==> src/rtl/step_sequencer.sv <==
// step_sequencer: plays a STEPS-entry {note,gate} pattern loop into the synth's trig/osc_count.
// Registered outputs, step 0 one cycle after run is seen; no backpressure. `SEQ_LOOP_LEN_EN adds loop_len.
module step_sequencer #(
    parameter int STEPS  = 16,
    parameter int OSC_W  = 8,
    parameter int TICK_W = 24,
    localparam int AW    = $clog2(STEPS)
) (
    input  logic              clk,
    input  logic              rst,
    input  logic              run,
    input  logic [TICK_W-1:0] step_ticks,
    input  logic [TICK_W-1:0] gate_ticks,
    input  logic              wr_en,
    input  logic [AW-1:0]     wr_addr,
    input  logic [OSC_W-1:0]  wr_note,
    input  logic              wr_gate,
`ifdef SEQ_LOOP_LEN_EN
    input  logic [AW-1:0]     loop_len,
`endif
    output logic              trig,
    output logic [OSC_W-1:0]  osc_count,
    output logic [AW-1:0]     step,
    output logic              step_pulse
);

    typedef enum logic [1:0] {IDLE, PLAY_GATE, PLAY_REST} state_t;

    state_t             state_q, state_d;
    logic [TICK_W-1:0]  tick_q, tick_d;
    logic [AW-1:0]      step_q, step_d;
    logic [OSC_W-1:0]   osc_q, osc_d;
    logic               trig_q, trig_d;
    logic               pulse_q, pulse_d;
    logic               start_q, start_d;

    logic [OSC_W-1:0]   note_q [STEPS];
    logic [STEPS-1:0]   gate_q;

    logic [TICK_W-1:0]  eff_step, eff_last, eff_gate, tick_inc;
    logic               at_end, wrap;
    logic [AW-1:0]      next_step;

    always_comb begin
        eff_step = (step_ticks < TICK_W'(2)) ? TICK_W'(2) : step_ticks;
        eff_last = eff_step - TICK_W'(1);
        eff_gate = (gate_ticks > eff_last) ? eff_last : gate_ticks;
    end

    assign tick_inc = tick_q + TICK_W'(1);
    // start_q forces an immediate load of step 0 on the cycle after run is seen
    assign at_end   = start_q || (tick_q >= eff_last);

`ifdef SEQ_LOOP_LEN_EN
    assign wrap = (step_q >= loop_len);
`else
    assign wrap = (step_q == AW'(STEPS - 1));
`endif
    assign next_step = (start_q || wrap) ? '0 : step_q + AW'(1);

    always_comb begin
        state_d = state_q;
        tick_d  = tick_q;
        step_d  = step_q;
        osc_d   = osc_q;
        pulse_d = 1'b0;
        start_d = 1'b0;
        case (state_q)
            IDLE: begin
                if (run) begin
                    state_d = PLAY_REST;
                    start_d = 1'b1;
                    tick_d  = '0;
                end
            end
            default: begin
                if (!run) begin
                    state_d = IDLE;
                    tick_d  = '0;
                end else if (at_end && state_q == PLAY_GATE) begin
                    // gate still high at a shrunk boundary: drop trig first so the next step retriggers
                    state_d = PLAY_REST;
                end else if (at_end) begin
                    step_d  = next_step;
                    osc_d   = note_q[next_step];
                    pulse_d = 1'b1;
                    tick_d  = '0;
                    state_d = (gate_q[next_step] && eff_gate != '0) ? PLAY_GATE : PLAY_REST;
                end else begin
                    tick_d = tick_inc;
                    if (state_q == PLAY_GATE && tick_inc >= eff_gate) begin
                        state_d = PLAY_REST;
                    end
                end
            end
        endcase
        trig_d = (state_d == PLAY_GATE);
    end

    always_ff @(posedge clk or negedge rst) begin
        if (!rst) begin
            state_q <= IDLE;
            tick_q  <= '0;
            step_q  <= '0;
            osc_q   <= '0;
            trig_q  <= 1'b0;
            pulse_q <= 1'b0;
            start_q <= 1'b0;
        end else begin
            state_q <= state_d;
            tick_q  <= tick_d;
            step_q  <= step_d;
            osc_q   <= osc_d;
            trig_q  <= trig_d;
            pulse_q <= pulse_d;
            start_q <= start_d;
        end
    end

    // a load on the same edge as a write sees the old entry
    always_ff @(posedge clk or negedge rst) begin
        if (!rst) begin
            for (int i = 0; i < STEPS; i++) begin
                note_q[i] <= '0;
            end
            gate_q <= '0;
        end else if (wr_en) begin
            note_q[wr_addr] <= wr_note;
            gate_q[wr_addr] <= wr_gate;
        end
    end

    assign trig       = trig_q;
    assign osc_count  = osc_q;
    assign step       = step_q;
    assign step_pulse = pulse_q;

endmodule

==> config.mk <==
export PLATFORM = sky130hd
export DESIGN_NAME = step_sequencer
export DESIGN_NICKNAME = d
export VERILOG_FILES = /design/src/rtl/step_sequencer.sv
export SDC_FILE = /design/constraint.sdc
export NUM_CORES = 1
export LEC_CHECK = 0
export ABC_AREA = 1
export BUFFER_PORTS_ARGS = -buffer_cell sky130_fd_sc_hd__buf_2
export CAP_MARGIN = 0
export CORE_MARGIN = 8
export CORE_UTILIZATION = 45
export CTS_CLUSTER_DIAMETER = 30
export CTS_CLUSTER_SIZE = 14
export DETAILED_ROUTE_END_ITERATION = 10
export GPL_ROUTABILITY_DRIVEN = 0
export PLACE_DENSITY = 0.73
export SETUP_SLACK_MARGIN = 0.1
export SYNTH_ARGS = -nofsm -noshare
export SYNTH_HDL_FRONTEND = slang
export SYNTH_SLANG_ARGS = --single-unit
==> constraint.sdc <==
create_clock -name clk -period 11 [get_ports clk]
set_clock_uncertainty 0.2 [all_clocks]
set_input_delay 1.65 -clock clk [delete_from_list [all_inputs] [get_ports clk]]
set_output_delay 1.65 -clock clk [all_outputs]
set_load 0.05 [all_outputs]
==> tab_implementation.tex <==
\begin{tabular}{lr}
\hline
Metric & Value \\
\hline
\multicolumn{2}{l}{\textbf{Outcome}} \\
Result of the run & complete, no violations \\
\multicolumn{2}{l}{\textbf{Synthesis}} \\
Most used DFF post-synth & dfrtp\_1 \\
Synthesized area & roughly 11000 um\^{}2 \\
Synth top cells by count & nand2\_1 (328), o21ai\_0 (238), dfrtp\_1 (185), inv\_1 (169), nor2\_1 (92) \\
Library cell with the largest summed area after synthesis & dfrtp\_1 \\
Async SR Flop Fraction & 100\% \\
Number of distinct library cells after synthesis & 45 \\
Flops \& latches, synth & about 190 \\
Number of synthesized flops with an enable pin & 0 \\
Area fraction of the dominant cell type after synthesis & 40.8\% \\
Synth top area cells & dfrtp\_1 (41\%), nand2\_1 (11\%), o21ai\_0 (11\%), ha\_1 (7.8\%), inv\_1 (5.6\%) \\
Portion of the post-synthesis area used by sequential elements & approximately two fifths \\
Number of instances in the synthesized netlist & 1491 \\
Ys Warns & 0 \\
Most common cell in the netlist & nand2\_1 \\
Mapped Nets & $\sim$1600 \\
Syn\_area\_per\_cell & around 7.6 um\^{}2 \\
\multicolumn{2}{l}{\textbf{Critical path}} \\
Most numerous cell on the critical path & nand2\_1 \\
Crit path arrival time & about 8 ns \\
CP max FO & 27 \\
Cell family with the largest share of critical-path delay & simple AND/OR/NAND/NOR gates \\
Cell with the biggest individual delay on the critical path & nand4\_2 \\
Critical Path Sink & trig \\
Required time of the critical path & around 11 ns \\
Element type at the critical path start & primary input \\
Capturing element type of the critical path & flip-flop \\
Bufs and invs on worst path & 4 \\
Launching element of the worst setup path & step\_ticks[11] \\
Cell depth of the worst setup path & 41 \\
Number of cells on the worst reg-to-reg path & 22 \\
Type of the worst setup path & primary input to flip-flop \\
Worst reg2reg path startpoint & tick\_q[0] \\
Setup slack on the worst flop-to-flop path & between 6 and 7 ns \\
Critical R2R Capture & trig \\
CP max stage delay & 0.54 ns \\
\multicolumn{2}{l}{\textbf{Timing}} \\
Number of endpoints failing setup at the final stage & 0 \\
Unrepaired setup endpoints after global routing & false \\
Max transition margin & between 20\% and 30\% \\
Highest clock frequency the design can meet & between 100 and 150 MHz \\
Fraction of the cycle the final worst path needs & around 71\% \\
Final number of hold-violating endpoints & 0 \\
Worst Tran Pin Value & 1.14 ns \\
TNS Setup & 0 ns \\
Crit path time final & $\sim$7.8 ns \\
Pins Over Slew Limit & 0 \\
\multicolumn{2}{l}{\textbf{Drt}} \\
Routed Antenna Nets & 0 \\
Residual DRC & 0 \\
DR vias/cell & 5.50 \\
Number of vias in the routed layout & between 10000 and 15000 \\
Initial detailed-routing violation count & $\sim$1000 \\
Routed Wire Length & $\sim$31000 um \\
Average routed wire per standard cell & roughly 17 um \\
Initial DRT Pass Iterations & 5 \\
\multicolumn{2}{l}{\textbf{Global routing}} \\
Vias in the first global route & $\sim$10000 \\
First-pass GRT wire length & 50900 um \\
Global-route total usage across every layer & slightly above 20\% \\
Maximum number of pins on one net before global-route repair & about 120 \\
Initial antenna violation count & 0 \\
Global route total overflow & 0 \\
\multicolumn{2}{l}{\textbf{Finish}} \\
Layout cell share with drive strength beyond 1 & under 10\% \\
Synth-to-Final Area Change & 10.3\% \\
Layout net count & roughly 1700 \\
\multicolumn{2}{l}{\textbf{CTS}} \\
Number of buffers added to fix hold violations after cts & 0 \\
Number of CTS-inserted buffers & 17 \\
Reg clk slew, reported paths & 0.07 ns \\
Post-CTS Setup Repair Bufs & 0 \\
Clock sinks & 185 \\
Maximum level of the CTS H-tree & 4 \\
Clk Latency, worst-skew pair & 0.44 ns \\
Clk Tree Root Cell & clkbuf\_16 \\
Clock tree from TritonCTS & done \\
Post-CTS sizing & 0 \\
Maximum root-to-sink buffer count & 2 \\
\multicolumn{2}{l}{\textbf{Pwr}} \\
Power Dens Cells & roughly 190 nW/um\^{}2 \\
Total power of the final layout & between 2 and 2.5 mW \\
Peak VDD IR & approximately 130 uV \\
Total leakage power & roughly 6.2 nW \\
\multicolumn{2}{l}{\textbf{Placed design}} \\
Detailed placer's ending HPWL & 22200 um \\
Count of port buffers added during placement & between 70 and 80 \\
\multicolumn{2}{l}{\textbf{Die}} \\
Horiz. Die Dim & between 150 and 200 um \\
Vert. Die Dim & between 150 and 200 um \\
Number of core rows & 58 \\
Initial Utilization & a little under half \\
Placeable core region & between 20000 and 25000 um\^{}2 \\
I/O pin total & 79 \\
Overall die area & 30500 um\^{}2 \\
\multicolumn{2}{l}{\textbf{Worst hold path}} \\
Worst Hold Class & flip-flop to flip-flop \\
\multicolumn{2}{l}{\textbf{Run}} \\
Max cap viols & 0 \\
\hline
\end{tabular}
==> worst min-delay path, delay by kind of cell (launching register included) <==
family | cells | cell delay [ns]
flip-flops | 1 | 0.34
AO/OA/AOI/OAI | 1 | 0.06
AND/OR/NAND/NOR | 1 | 0.05
==> cell type report <==
class,instances,area [um^2]
clock inverters,13,130
fillers,2443,12500
diodes,1,2.50
repair buffers,85,452
clock buffers,18,439
flip-flops and latches,185,4630
inverters,173,649
well taps,330,413
multi-input cells,1067,5790
==> logic make-up (layout without fill, tap and decap cells) <==
| kind of cell | after synthesis | in the layout | share of synthesized area [%] |
|---|---|---|---|
| flops | 185 | 185 | 40.8 |
| other cells | 0 | 1 | 0 |
| simple gates | 587 | 587 | 22.4 |
| xor+xnor | 39 | 39 | 3.08 |
| buf+inv | 239 | 289 | 8.12 |
| compound gates | 370 | 370 | 17.8 |
| fa+ha+maj | 71 | 71 | 7.83 |
==> through the flow <==
step	setup slack [ns]	instances	instance area, um^2	hold WS, ns	utilization (%)
global route	2.49	1871	12500	0.299	50.1
floorplan	4.31	1491	11300	0.248	-
global placement	3.08	1840	11900	0.261	47.8
CTS	3.26	1871	12500	0.285	50.1
detailed placement	2.81	1840	11900	0.268	47.8
finish	3.19	1872	12500	0.283	50.1
==> flip-flops by register name, indices dropped and copies added (netlist names) <==
signal / count
gate_q: 16
state_q: 2
osc_count: 8
note_q: 128
tick_q: 24
start_q: 1
step_pulse: 1
step: 4
trig: 1
==> layer usage <==
metal,up-vias,share of wire (%),wire (um),global-route usage (%)
met2,330,48,14900,34.1
met5,-,0,0,0
met4,0,2.4,747,7.14
li1,5027,-,-,-
met1,4894,44,13800,26.3
met3,48,5.9,1830,3.11
==> power by group <==
part | internal, mW | switching [mW]
Combinational | 0.284 | 0.594
Sequential | 0.816 | 0.0757
Clock | 0.305 | 0.287
Total | 1.41 | 0.956
==> worst min-delay path by stage <==
stage,slack (ns),depth (start not counted),end,start
floorplan,0.25,2,note_q[0],note_q[0]
global placement,0.26,2,note_q[65],note_q[65]
detailed placement,0.27,2,note_q[98],note_q[98]
CTS,0.28,2,note_q[6],note_q[6]
global route,0.30,2,note_q[6],note_q[6]
finish,0.28,2,note_q[16],note_q[16]
==> cell usage in the layout, fill, tap and decap left out, types with 5 or more instances in the layout <==
cell / n
nand3b_1: 15
inv_1: 168
o211ai_1: 5
nand2_1: 327
buf_2: 77
nor2_1: 91
o22ai_1: 11
o21ai_0: 238
a31oi_1: 10
nand3_1: 88
xor2_1: 33
nand4_1: 26
buf_4: 7
clkbuf_16: 17
o21bai_1: 35
dfrtp_1: 185
a21oi_1: 58
ha_1: 71
nor3_1: 21
xnor2_1: 5
No activity file was read; power rests on OpenSTA's default activity.
